`config.mk`:
```
export PLATFORM = sky130hd
export DESIGN_NAME = sc_cfg_commit_scheduler
export DESIGN_NICKNAME = d
export VERILOG_FILES = /design/src/rtl/sc_cfg_commit_scheduler.sv
export SDC_FILE = /design/constraint.sdc
export NUM_CORES = 1
export LEC_CHECK = 0
export ABC_AREA = 1
export CORE_ASPECT_RATIO = 1.25
export CORE_UTILIZATION = 35
export CTS_BUF_LIST = sky130_fd_sc_hd__clkbuf_16
export DETAILED_ROUTE_END_ITERATION = 10
export RECOVER_POWER = 100
export SKIP_CTS_REPAIR_TIMING = 1
export SKIP_LAST_GASP = 1
export SLEW_MARGIN = 30
export SYNTH_ARGS = -nofsm -noshare
export SYNTH_HDL_FRONTEND = slang
export SYNTH_SLANG_ARGS = --single-unit
```
`constraint.sdc`:
```
create_clock -name PCLK_OUT_i -period 2.32 [get_ports PCLK_OUT_i]
set_input_delay 0.464 -clock PCLK_OUT_i [delete_from_list [all_inputs] [get_ports PCLK_OUT_i]]
set_output_delay 0.464 -clock PCLK_OUT_i [all_outputs]
set_load 0.1 [all_outputs]
```
`src/rtl/sc_cfg_commit_scheduler.sv`:
```
// Shadow/commit controller for the scanconverter config words: CPU writes land in a shadow bank,
// commits apply atomically at the next output VSYNC leading edge. Optional macro: SC_CFG_READBACK_EN.
module sc_cfg_commit_scheduler #(
  parameter int unsigned TIMEOUT_W      = 22,
  parameter int unsigned TIMEOUT_CYCLES = 4000000
) (
  input  logic        PCLK_OUT_i,
  input  logic        reset_n,
  input  logic        cfg_wr_valid_i,
  input  logic [2:0]  cfg_wr_addr_i,
  input  logic [31:0] cfg_wr_data_i,
  output logic        cfg_wr_ready_o,
  input  logic        commit_req_i,
  input  logic        VSYNC_i,
  input  logic        resync_strobe_i,
  output logic        commit_busy_o,
  output logic        commit_done_o,
  output logic        commit_timeout_o,
  output logic [15:0] frame_cnt_o,
  output logic [31:0] hv_out_config_o,
  output logic [31:0] hv_out_config2_o,
  output logic [31:0] hv_out_config3_o,
  output logic [31:0] xy_out_config_o,
  output logic [31:0] xy_out_config2_o,
  output logic [31:0] misc_config_o,
  output logic [31:0] sl_config_o,
`ifdef SC_CFG_READBACK_EN
  output logic [31:0] sl_config2_o,
  input  logic [2:0]  cfg_rd_addr_i,
  output logic [31:0] cfg_rd_data_o
`else
  output logic [31:0] sl_config2_o
`endif
);

  typedef enum logic [1:0] {StIdle, StArmed, StApply} state_e;

  state_e                 state_q, state_d;
  logic [31:0]            shadow_q [8];
  logic [31:0]            shadow_d [8];
  logic [31:0]            active_q [8];
  logic [31:0]            active_d [8];
  logic [7:0]             dirty_q, dirty_d;
  logic [TIMEOUT_W-1:0]   cnt_q, cnt_d;
  logic                   done_q, done_d;
  logic                   tmo_q, tmo_d;
  logic                   vs_prev_q;
  logic                   vs_start_q;
  logic [15:0]            frame_q;
  logic                   vs_start;
  logic                   wr_en;
  logic                   tmo_hit;

  assign vs_start = vs_prev_q & ~VSYNC_i;
  assign wr_en    = cfg_wr_valid_i && (state_q == StIdle);
  assign tmo_hit  = (cnt_q == TIMEOUT_W'(TIMEOUT_CYCLES - 1));

  always_comb begin
    state_d  = state_q;
    shadow_d = shadow_q;
    active_d = active_q;
    dirty_d  = dirty_q;
    cnt_d    = cnt_q;
    done_d   = 1'b0;
    tmo_d    = tmo_q;

    if (wr_en) begin
      shadow_d[cfg_wr_addr_i] = cfg_wr_data_i;
      dirty_d[cfg_wr_addr_i]  = 1'b1;
    end

    unique case (state_q)
      StIdle: begin
        if (commit_req_i) begin
          tmo_d = 1'b0;
          // A clean bank completes immediately; only previously dirty words arm a commit.
          if (dirty_q == 8'h00) begin
            done_d = 1'b1;
          end else begin
            state_d = StArmed;
          end
        end
      end
      StArmed: begin
        cnt_d = cnt_q + 1'b1;
        if (vs_start_q || resync_strobe_i || tmo_hit) begin
          state_d = StApply;
          if (tmo_hit && !vs_start_q && !resync_strobe_i) begin
            tmo_d = 1'b1;
          end
        end
      end
      StApply: begin
        active_d = shadow_q;
        dirty_d  = 8'h00;
        cnt_d    = '0;
        done_d   = 1'b1;
        state_d  = StIdle;
      end
      default: state_d = StIdle;
    endcase
  end

  always_ff @(posedge PCLK_OUT_i) begin
    // Sampled even in reset so a VSYNC already low at release is not taken as an edge.
    vs_prev_q <= VSYNC_i;
    if (!reset_n) begin
      state_q    <= StIdle;
      shadow_q   <= '{default: '0};
      active_q   <= '{default: '0};
      dirty_q    <= 8'h00;
      cnt_q      <= '0;
      done_q     <= 1'b0;
      tmo_q      <= 1'b0;
      vs_start_q <= 1'b0;
      frame_q    <= 16'h0000;
    end else begin
      state_q    <= state_d;
      shadow_q   <= shadow_d;
      active_q   <= active_d;
      dirty_q    <= dirty_d;
      cnt_q      <= cnt_d;
      done_q     <= done_d;
      tmo_q      <= tmo_d;
      vs_start_q <= vs_start;
      if (vs_start) begin
        frame_q <= frame_q + 16'd1;
      end
    end
  end

`ifdef SC_CFG_READBACK_EN
  logic [31:0] rd_data_q;

  always_ff @(posedge PCLK_OUT_i) begin
    if (!reset_n) begin
      rd_data_q <= 32'h0;
    end else begin
      rd_data_q <= dirty_q[cfg_rd_addr_i] ? shadow_q[cfg_rd_addr_i] : active_q[cfg_rd_addr_i];
    end
  end

  assign cfg_rd_data_o = rd_data_q;
`endif

  assign cfg_wr_ready_o   = (state_q == StIdle);
  assign commit_busy_o    = (state_q == StArmed);
  assign commit_done_o    = done_q;
  assign commit_timeout_o = tmo_q;
  assign frame_cnt_o      = frame_q;

  assign hv_out_config_o  = active_q[0];
  assign hv_out_config2_o = active_q[1];
  assign hv_out_config3_o = active_q[2];
  assign xy_out_config_o  = active_q[3];
  assign xy_out_config2_o = active_q[4];
  assign misc_config_o    = active_q[5];
  assign sl_config_o      = active_q[6];
  assign sl_config2_o     = active_q[7];

endmodule

```
==> results of run 1 <==
cell families after synthesis:
| group | synth area share (%) |
|---|---|
| xor gates and xnor gates | 0.174 |
| adders and majority gates | 0.310 |
| buffers and inverters | 5.73 |
| DFF | 56.0 |
| AOI/OAI and AO/OA | 14.1 |
| and+or+nand+nor | 23.7 |
final cells by class:
class                           count  area, um^2  area share (%)
Multi-Input combinational cell   1786        7710            31.7
Sequential cell                   564       11300            46.4
Tap cell                          750         938            3.86
Timing Repair Buffer              375        2340            9.61
Clock buffer                       57        1430            5.87
Inverter                           67         259            1.07
Clock inverter                     47         355            1.46
final timing paths:
| path | endpoint | slack, ns |
|---|---|---|
| max | xy_out_config2_o[3]$_SDFFE_PN0P_ | 0.21 |
| min | vs_prev_q$_DFF_P_ | 0.45 |
| max reg2reg | xy_out_config2_o[3]$_SDFFE_PN0P_ | 0.21 |
| min reg2reg | commit_timeout_o$_SDFFE_PN0P_ | 0.47 |
where the power goes:
| group | leakage [uW] | internal [uW] | total [uW] | switching (uW) |
|---|---|---|---|---|
| Clock | 0.000904 | 4920 | 8860 | 3940 |
| Combinational | 0.00601 | 2170 | 15500 | 13400 |
| Sequential | 0.00459 | 11300 | 12300 | 982 |
critical path: cells and delay by family, from the launching register on:
family | cells | cell delay (ns)
adder cells (fa/ha/maj) | 1 | 0.35
AND/OR/NAND/NOR | 2 | 0.24
buffers and inverters | 3 | 1.05
flip-flops | 1 | 0.35
per-stage QoR:
stage	instances	utilization (%)	hold slack (ns)
detailed placement	3542	40.8	0.458
CTS	3646	44.0	0.214
finish	3646	42.6	0.448
floorplan	2614	-	0.435
global placement	3542	40.8	0.450
global route	3646	42.6	0.426
flip-flops by register name, summed over array words and instances (netlist names):
signal	cells
dirty_q	8
cnt_q	22
hv_out_config3_o	32
vs_prev_q	1
sl_config_o	32
commit_timeout_o	1
xy_out_config2_o	32
shadow_q	256
hv_out_config_o	32
sl_config2_o	32
hv_out_config2_o	32
frame_cnt_o	16
vs_start_q	1
misc_config_o	32
state_q	2
commit_done_o	1
xy_out_config_o	32
cell usage in the layout (no fill, tap or decap), drive strengths merged, types with 4 or more instances in the layout:
cell type      synthesis  final
nor3                  23     23
a21oi                 29     29
bufinv                 0      4
inv                   65     72
clkinvlp               0      4
nand3b                 4      4
o21ai                528    528
clkdlybuf4s50          0     38
buf                  116     54
ha                     5      5
clkinv                 2     34
nand2                 63     63
nand3                 20     20
nor2                1096   1096
dfxtp                564    564
clkbuf                81    339
routing by layer:
layer	up-vias	global-route usage [%]
met1	8397	28.9
met5	-	0
met2	556	35.5
met4	6	10.7
met3	133	4.83
li1	8805	-
==> results.md, run 1 <==
* Hold path start: VSYNC_i
* Ranking of synthesized cells by area: dfxtp_1 56%, nor2_1 20%, o21ai_0 12%
* Final period util at 91.1%
* IO buf count at 316
* Synth cell types at 37
* DRC Markers at 0
* Core footprint at 57000 um^2
* Ys flop type: dfxtp_1
* DP HPWL at 41.3 mm
* Sequential area share after synthesis at 56.0%
* M1 WL at 29.1 mm
* Reg2reg start: state_q[0]$_SDFFE_PN0P_
* Pre-antenna DRT Iters at 5
* GPL Wtd Cong at 0.800
* CTS Buffer Depth at 3
* Highest Signal Layer: met5
* Post-Syn Area at 20200 um^2
* Number of clock sinks at 564
* Top cell by count, worst path: nor2_1
* Nets at 2895
* Power density over the cells at 1510 nW/um^2
* Crit path arrival time at 2.67 ns
* R2R depth at 6
* Setup ws final at 0.207 ns
* CTS tree: built
* WS Path Type: reg -> reg
* Place WS at 0.0865 ns
* RSZ-0062 raised after global routing: no
* Root Driver: clkbuf_16
* Worst-path clk slew at 0.07 ns
* Initial Util at 35.4%
* Hold depth at 1
* Most common cell in the netlist: nor2_1
* Most common library cells after synthesis: 1076 x nor2_1, 564 x dfxtp_1, 484 x o21ai_0
* Pwr Total at 36700 uW
* Instance area at placement at 23300 um^2
* ANT nets after route at 0
* P_leak at 0.0115 uW
* CP required at 2.87 ns
* Slew of the pin with the lowest slew margin at 1.06 ns
* Met2 wire length at 30.6 mm
* Async SR Flop Fraction at 0%
* Max-cap violations at 0
* Clock Skew at 0.0194 ns
* Initial drt markers at 1482
* Outcome: finished, final reports clean
* Routed wire per std cell at 18.5 um
* Number of buffers created by CTS at 55
* H-Tree Depth at 2
* Setup TNS at 0 ns
* Final instance area at 24300 um^2
* Overall die width at 217 um
* Worst hold path type: in -> reg
* Number of synthesized register bits at 564
* Fmax at 0.473 GHz
* Die height at 270 um
* Critical Path Start: state_q[0]$_SDFFE_PN0P_
* Cells after Synth at 2614
* Num rows at 98
* Post-synth top area share at 56.0%
* Critical path's largest stage delay at 0.64 ns
* Critical path endpoint category: register
* GR Overflow Total at 0
* Vias in the first global route at 16900
* Post-Syn Area per Cell at 7.72 um^2
* Crit Path Max Fanout at 53
* Layout fillers at 5851
* Cell taking the most area after synthesis: dfxtp_1
* Vias per cell at 4.91
* Number of synthesized flops with an enable pin at 0
* First-pass GRT wire length at 101 mm
* Peak supply drop at 0.00102 V
* Share of cells above drive strength 1 at 16.0%
* Vias at 17900
* Antenna violations before repair at 4
* Syn. warnings at 0
* Tot GR Track Use at 22.4%
* Tmin final at 2.11 ns
* Slew Viols, Final at 0
* # IOs at 317
* Antenna Diode Count at 0
* Worst path cell trace: inv_1 > ha_1 > inv_8 > clkbuf_4 > nor2_1 > nor2_1
* Final hold violations at 0
* Worst-skew pair later-pin latency at 0.61 ns
* Rel. slew slack at 29.5%
* Die area at 58600 um^2
* Area Growth Syn to Fin at 20.6%
* Final setup fails at 0
* CP startpoint kind: register
* Syn Nets at 2660
* WL final at 67.5 mm
* WL met3 at 4.56 mm
* CP max-delay cell: clkbuf_4
* Largest net degree at the start of global routing at 164
(Power assumes the default switching activity.)
==> run 2: changes to the inputs <==
CTS_CLUSTER_DIAMETER = 40   (was not set)
==> run 2 against run 1 <==
  * Sequential power about the same
  * Largest cell class unchanged
  * Die area unchanged
  * Global-route usage increased by 0.29 points
  * Highest routed layer unchanged
  * Register-to-register slack improved by 0.12 ns
==> results.md, run 2 (synthesis results as in run 1) <==
* Outcome: finished, final reports clean
* WL final at 67.9 mm (+0.68%)
* Hold depth at 1 (unchanged)
* Setup TNS at 0 ns (unchanged)
* GPL Wtd Cong at 0.800 (unchanged)
* CP required at 1.86 ns (-1.01 ns)
* Largest net degree at the start of global routing at 164 (unchanged)
* Rel. slew slack at 32.4% (+2.9 points)
* Share of cells above drive strength 1 at 16.8% (+0.77 points)
* Fmax at 0.470 GHz (-0.72%)
* Instance area at placement at 23300 um^2 (unchanged)
* Die area at 58600 um^2 (unchanged)
* DRC Markers at 0 (unchanged)
* IO buf count at 316 (unchanged)
* Layout fillers at 5802 (-0.84%)
* Final instance area at 25000 um^2 (+2.8%)
* Tmin final at 2.13 ns (+0.0154 ns)
* P_leak at 0.0118 uW (+2.7%)
* Die height at 270 um (unchanged)
* H-Tree Depth at 3 (+1)
* WS Path Type: reg -> out
* Number of clock sinks at 564 (unchanged)
* Clock Skew at 0.0148 ns (-0.00456 ns)
* Power density over the cells at 1570 nW/um^2 (+4.1%)
* Crit Path Max Fanout at 5 (-91%)
* Hold path start: VSYNC_i
* First-pass GRT wire length at 101 mm (+0.78%)
* Worst-skew pair later-pin latency at 0.60 ns (about the same)
* Internal power at 20500 uW (+11%)
* Area Growth Syn to Fin at 24.0%
* Most frequent cells in the layout: 1081 x nor2_1, 564 x dfxtp_1, 501 x o21ai_0
* Core footprint at 57000 um^2 (unchanged)
* Vias in the first global route at 17100 (+0.95%)
* Sw Pwr at 18800 uW (+3.0%)
* Pre-antenna DRT Iters at 5 (unchanged)
* CTS tree: built
* Worst hold path type: in -> reg
* Clock Power Share at 29.1% (+5.0 points)
* Tot GR Track Use at 22.7% (+0.29 points)
* RSZ-0062 raised after global routing: no
* CTS Buffer Depth at 3 (unchanged)
* Final hold violations at 0 (unchanged)
* Root Driver: clkbuf_16
* # IOs at 317 (unchanged)
* ANT nets after route at 0 (unchanged)
* Vias per cell at 4.92 (+0.16%)
* Largest register FFs at 256 (unchanged)
* Antenna Diode Count at 0 (unchanged)
* Antenna violations before repair at 3 (-1)
* Reg power frac at 31.4% (-2.2 points)
* Sw Share at 47.9% (-1.9 points)
* R2R Setup Slk at 0.33 ns (+0.12 ns)
* Worst-path clk slew at 0.06 ns (about the same)
* FF-to-FF End: xy_out_config_o[0]$_SDFFE_PN0P_
* Largest Register: shadow_q
* Vias at 18100 (+0.93%)
* Routed wire per std cell at 18.5 um (about the same)
* Hold Path End: vs_prev_q$_DFF_P_
* Num rows at 98 (unchanged)
* Reg2reg start: state_q[0]$_SDFFE_PN0P_
* R2R depth at 6 (unchanged)
* Overall die width at 217 um (unchanged)
* Final period util at 91.7% (+0.66 points)
* Number of buffers created by CTS at 72 (+31%)
* Peak supply drop at 0.00104 V (+1.6%)
* CP startpoint kind: register
* Max-cap violations at 0 (unchanged)
* Initial Util at 35.4% (unchanged)
* Crit path arrival time at 1.66 ns (-1.01 ns)
* Slew Viols, Final at 0 (unchanged)
* Commonest non-fill, non-tap cell in the layout: nor2_1
* GR Overflow Total at 0 (unchanged)
* Final setup fails at 0 (unchanged)
* Nets at 2912 (+0.59%)
* Slew of the pin with the lowest slew margin at 1.01 ns (-0.0428 ns)
* Critical path endpoint category: primary output
* DP HPWL at 41.3 mm (unchanged)
* Comb power frac at 39.5% (-2.8 points)
* Initial drt markers at 1570 (+5.9%)
-- run 2: routing by layer --
layer / wire (um) / up-vias / global-route usage, %
met5: 31 / - / 0
met4: 3370 / 4 / 12.6
li1: - / 8852 / -
met2: 30700 / 601 / 35.5
met1: 29300 / 8481 / 29.0
met3: 4530 / 125 / 4.93
-- run 2: worst max-delay path: stages, from the launching register on --
cell and delay, ns:
dfxtp_1 0.32, inv_1 0.14, ha_1 0.19, clkbuf_2 0.21, buf_12 0.20
-- run 2: power groups by stage --
stage,Clock [uW],Sequential [uW],Combinational [uW]
CTS,11700,12400,16500
finish,11400,12300,15500
global placement,0,12500,16300
floorplan,0,21500,3510
detailed placement,0,12500,16400
global route,12100,12500,16300
-- run 2: final cells by class --
class	count	area (um^2)	share of cell area, %
multi-input cells	1786	7700	30.8
clock inverters	54	539	2.16
inverters	67	259	1.04
well taps	750	938	3.75
clock buffers	78	1950	7.81
flip-flops and latches	564	11300	45.2
repair buffers	375	2330	9.30
-- run 2: through the flow --
| stage | cells | setup WS (ns) | hold WS [ns] | utilization, % | power (uW) |
|---|---|---|---|---|---|
| final | 3674 | 0.192 | 0.449 | 43.9 | 39300 |
| after global routing | 3674 | 0.108 | 0.444 | 43.9 | 40900 |
| after CTS | 3674 | 0.207 | 0.218 | 45.2 | 40500 |
| after detailed placement | 3542 | 0.0865 | 0.458 | 40.8 | 28900 |
| after global placement | 3542 | 0.106 | 0.450 | 40.8 | 28800 |
| after floorplan | 2614 | 0.0248 | 0.435 | - | 25000 |
-- run 2: worst max path at each step --
stage                       startpoint                         end  slack (ns)  cells after the start
5_1_grt        state_q[0]$_SDFFE_PN0P_  shadow_q[169]$_SDFFE_PN0P_        0.11                      9
4_1_cts        state_q[0]$_SDFFE_PN0P_              cfg_wr_ready_o        0.21                      4
6_report       state_q[0]$_SDFFE_PN0P_              cfg_wr_ready_o        0.19                      4
2_1_floorplan  state_q[0]$_SDFFE_PN0P_  shadow_q[161]$_SDFFE_PN0P_        0.02                     10
3_5_place_dp            cfg_wr_valid_i  shadow_q[187]$_SDFFE_PN0P_        0.09                      8
3_3_place_gp            cfg_wr_valid_i  shadow_q[189]$_SDFFE_PN0P_        0.11                      8
